## src/rtl/a2d_spi_intf.sv

```systemverilog
// a2d_spi_intf: mode-3 SPI master running two 16-bit frames per conversion on an ADC128S-style ADC.
// Define A2D_RES_INV_EN to load the bitwise inverse of the received sample into res.
module a2d_spi_intf (
    input  logic        clk,
    input  logic        rst,
    input  logic        strt_cnv,
    input  logic [2:0]  chnnl,
    output logic        cnv_cmplt,
    output logic [11:0] res,
    output logic        a2d_SS_n,
    output logic        SCLK,
    output logic        MOSI,
    input  logic        MISO
);

    typedef enum logic [1:0] {IDLE, XFER1, GAP, XFER2} state_t;

    state_t      state, state_next;
    logic [9:0]  cnt;
    logic [4:0]  div;
    logic        rose;
    logic [15:0] tx;
    logic [11:0] rx;
    logic [2:0]  chnnl_q;
    logic        ss_n;
    logic        accept, frame_start, frame_run, frame_end, gap_run, conv_done;

    assign a2d_SS_n = ss_n;
    assign SCLK     = div[4];
    assign MOSI     = tx[15];

    always_ff @(posedge clk) begin
        if (rst) state <= IDLE;
        else     state <= state_next;
    end

    // XFER1 spends its first cycle (cnt==0) as setup so slave select falls one edge after acceptance.
    always_comb begin
        state_next  = state;
        accept      = 1'b0;
        frame_start = 1'b0;
        frame_run   = 1'b0;
        frame_end   = 1'b0;
        gap_run     = 1'b0;
        conv_done   = 1'b0;
        case (state)
            IDLE: begin
                if (strt_cnv) begin
                    accept     = 1'b1;
                    state_next = XFER1;
                end
            end
            XFER1: begin
                if (cnt == 10'd0) begin
                    frame_start = 1'b1;
                end else if (cnt == 10'd528) begin
                    frame_end  = 1'b1;
                    state_next = GAP;
                end else begin
                    frame_run = 1'b1;
                end
            end
            GAP: begin
                if (cnt == 10'd31) begin
                    frame_start = 1'b1;
                    state_next  = XFER2;
                end else begin
                    gap_run = 1'b1;
                end
            end
            XFER2: begin
                if (cnt == 10'd528) begin
                    frame_end  = 1'b1;
                    conv_done  = 1'b1;
                    state_next = IDLE;
                end else begin
                    frame_run = 1'b1;
                end
            end
            default: state_next = IDLE;
        endcase
    end

    // The first SCLK fall of a frame does not shift, so each rise samples bits 15..0 in order.
    // Only the last 12 MISO samples are kept; the four leading bits fall off the end.
    always_ff @(posedge clk) begin
        if (rst) begin
            cnt       <= '0;
            div       <= 5'b10000;
            rose      <= 1'b0;
            tx        <= '0;
            rx        <= '0;
            chnnl_q   <= '0;
            ss_n      <= 1'b1;
            cnv_cmplt <= 1'b0;
            res       <= '0;
        end else begin
            if (accept) begin
                chnnl_q <= chnnl;
                cnt     <= '0;
            end
            if (gap_run) cnt <= cnt + 10'd1;
            if (frame_start) begin
                ss_n      <= 1'b0;
                div       <= 5'b10000;
                tx        <= {2'b00, chnnl_q, 11'h000};
                rx        <= '0;
                rose      <= 1'b0;
                cnt       <= 10'd1;
                cnv_cmplt <= 1'b0;
            end
            if (frame_run) begin
                cnt <= cnt + 10'd1;
                div <= div + 5'd1;
                if (div == 5'b01111) begin
                    rx   <= {rx[10:0], MISO};
                    rose <= 1'b1;
                end
                if (div == 5'b11111 && rose) tx <= {tx[14:0], 1'b0};
            end
            if (frame_end) begin
                ss_n <= 1'b1;
                div  <= 5'b10000;
                tx   <= '0;
                cnt  <= '0;
                if (conv_done) begin
                    cnv_cmplt <= 1'b1;
`ifdef A2D_RES_INV_EN
                    res <= ~rx;
`else
                    res <= rx;
`endif
                end
            end
        end
    end

endmodule

```

## config.mk

```make
export PLATFORM = sky130hd
export DESIGN_NAME = a2d_spi_intf
export DESIGN_NICKNAME = d
export VERILOG_FILES = /design/src/rtl/a2d_spi_intf.sv
export SDC_FILE = /design/constraint.sdc
export NUM_CORES = 1
export LEC_CHECK = 0
export BUFFER_PORTS_ARGS = -buffer_cell sky130_fd_sc_hd__buf_2
export CORE_MARGIN = 4
export CORE_UTILIZATION = 25
export CTS_CLUSTER_SIZE = 30
export DETAILED_ROUTE_END_ITERATION = 6
export PLACE_DENSITY = 0.43
export SLEW_MARGIN = 20
export SYNTH_ARGS = -nofsm -noshare
export SYNTH_HDL_FRONTEND = slang
export SYNTH_SLANG_ARGS = --single-unit
```

## constraint.sdc

```tcl
create_clock -name clk -period 6.4 [get_ports clk]
set_input_delay 1.28 -clock clk [delete_from_list [all_inputs] [get_ports clk]]
set_output_delay 1.28 -clock clk [all_outputs]
set_load 0.03 [all_outputs]
```

==> run metrics <==
status finished, final reports clean; Sw Pwr about 360 uW; clock sinks 63; die width 116 um; worst-path cell chain buf_2, a41o_2, a2111oi_0, a311o_1; FF+latch area 1260 um^2; Sw Ratio 29.7%; WP data required 6.61 ns; Power Density 354 nW/um^2; initial antenna violation count 0; Tmin final 2.61 ns; Max Slew Vio Count 0; share of cells above drive strength 1 ~13%; total clock buffers created by CTS 9; Hold Path Class reg -> reg; DR WL met2 3110 um; # setup viols final 0; R2R Setup Slk 3.94 ns; mapped cell area 2920 um^2; Synth Flop Type dfxtp_1; RSZ-0062 raised after global routing false; relative slew slack 31.2%; Hold Path End tx[0]$_SDFF_PP0_; crit-path max FO 34; die height around 120 um; detailed placement HPWL 4630 um; Logic pwr share roughly 20%; vias in the first global route 2458; Worst Min Path Start tx[0]$_SDFF_PP0_; global-route wire length before repair 12200 um; post-CTS setup buffers 0; die area 13500 um^2; DRC Markers 0; CTS tree yes; cts hold-fix bufs 0; Slew @ Worst Pin 1.03 ns; asr flop ratio synth 0%; top cell family by delay on the critical path compound AO/OA/AOI/OAI gates; Max clock buf depth 2; # diodes 0; Leak 1.26 nW; Fin Setup TNS 0 ns; Synth top area share 43.2%; routability cong. 0.764; total congestion overflow 0; metal1 wirelength 3650 um; Worst setup EP type flip-flop; 1st-iter DRT viols 189; clock-pin slew on the worst setup and hold paths 0.06 ns; CP peak stage delay 0.60 ns; drt via density a little under 5; f_max 0.383 GHz; cell depth of the worst flop-to-flop path 5; Synth area leaders dfxtp_1, a21oi_1, nand2_1; Synth Instances 362; Max-Cap Viols 0; reg2reg end cnt[7]$_SDFFE_PP0P_; Final Power 1.23 mW; slowest CP cell a41o_2; CTS H-tree depth 3; post-cts resize count 0; iteration count of the initial detailed-routing pass 6; fin util between 30% and 40%; P_int 863 uW; EDFF count, synth 0; clk_lat worst skew 0.32 ns; Synth area leader dfxtp_1; antenna viol nets, final 0; Layout area overhead 18.8%; part of the power in registers 34.0%; warning count from the yosys run 0; Root Driver clkbuf_16; WP data arrival roughly 2.8 ns; highest metal used met4; hold slack between 0.4 and 0.5 ns; Clock Power Share 45.9%; # rows 39; number of buffers and inverters on the critical path 1; Port Buf Inserts 22; register area share after synthesis 43.2%; area of the multi-input gates between 1500 and 2000 um^2; num ports 23; vias post-DR about 2500; Synth Net Count 379; clk_skew 0.00466 ns; Placeable Area 11400 um^2; routed wl met3 just over 200 um; maximum number of pins on one net before global-route repair 35; count of cell types in the netlist 46; routed len/inst about 13 um; worst r2r src cnt[5]$_SDFFE_PP0P_; critical path type in -> reg; Max VDD drop 0.000144 V; Worst Hold Path Cells 2; Final Hold Vio Count 0; Syn Area/Cell about 8 um^2; crit start category input port; fin nets 390; Initial Util 25.6%; fillers about 1300; final WL 7030 um; Final Cycle Share 40.8%; Total GRT Usage 11.3%; Seq cells post-synth 63
[sequential cells by signal, indices dropped and copies added, names as in the netlist]
signal	cells
div	5
res	12
cnt	10
tx	16
a2d_SS_n	1
cnv_cmplt	1
rx	12
chnnl_q	3
state	2
rose	1
[cells by family (layout without fill, tap and decap cells)]
family	count (synthesis)	after routing	synth area share, %
buf+inv	32	48	4.55
fa+ha+maj	10	10	4.29
flops	63	63	43.2
simple gates	155	155	24.9
compound gates	93	93	19.9
mux	9	9	3.09
[worst register-to-register path, stage by stage (launching register included)]
cell,delay (ns)
dfxtp_1,0.40
or4_4,0.62
a211o_1,0.35
a22oi_2,0.57
a211oi_1,0.17
o221a_1,0.25
[metrics by stage]
stage          cell area, um^2  worst slack (ns)  cells
6_report                  3470              3.79    521
5_1_grt                   3470              3.61    521
4_1_cts                   3460              3.38    521
3_5_place_dp              3120              3.03    505
3_3_place_gp              3120              3.06    505
2_1_floorplan             2920              4.02    362
[power by group through the flow]
stage / clock network [mW] / registers, mW / logic (mW)
floorplan: 0 / 0.426 / 0.190
global placement: 0 / 0.426 / 0.248
detailed placement: 0 / 0.426 / 0.248
CTS: 0.583 / 0.417 / 0.249
global route: 0.598 / 0.419 / 0.283
finish: 0.564 / 0.417 / 0.247
[layout by cell type (no fill, tap or decap), drive strengths merged, types with 8 or more instances in the layout]
master / instances
a211oi: 8
buf: 24
nand2: 70
mux2i: 9
o21ai: 8
dfxtp: 63
clkbuf: 9
inv: 9
ha: 10
a21oi: 53
nor2: 20
nand3: 35
[cells in the mapped netlist (2+ instances only)]
master and n:
nand2_1 70, or3_1 3, o211ai_1 5, a211o_1 2, nor2_1 19, buf_4 3, and4_1 2, ha_1 10
o21ai_0 8, a2111oi_0 2, inv_1 8, a211oi_2 2, and2_1 5, a21oi_1 53, nor3_1 4, mux2i_1 9
nand4_1 3, clkbuf_1 20, dfxtp_1 63, a211oi_1 6, and3_1 5, nand3_1 35, a31oi_1 2
[how the worst max path moves through the flow]
stage / startpoint / to / slack (ns) / cells after the start
after floorplan: rst / tx[12]$_SDFF_PP0_ / 4.02 / 5
after global placement: rst / cnt[9]$_SDFFE_PP0P_ / 3.06 / 4
after detailed placement: rst / cnt[9]$_SDFFE_PP0P_ / 3.03 / 4
after CTS: rst / cnt[9]$_SDFFE_PP0P_ / 3.38 / 4
after global routing: rst / cnt[9]$_SDFFE_PP0P_ / 3.61 / 5
final: rst / cnt[9]$_SDFFE_PP0P_ / 3.79 / 4
[area by class of cell]
| cell class | count | area share, % |
|---|---|---|
| clock buffers | 9 | 6.50 |
| clock inverters | 7 | 3.47 |
| inverters | 8 | 0.866 |
| multi-input cells | 267 | 44.0 |
| flip-flops and latches | 63 | 36.4 |
| well taps | 143 | 5.16 |
| repair buffers | 24 | 3.61 |
[layer usage]
layer	global-route usage, %	up-vias
met1	14.7	1202
li1	-	1307
met2	18.2	32
met4	3.94	0
met3	2.87	4
met5	0	-
Note: power is estimated with default switching activity, not from simulation.
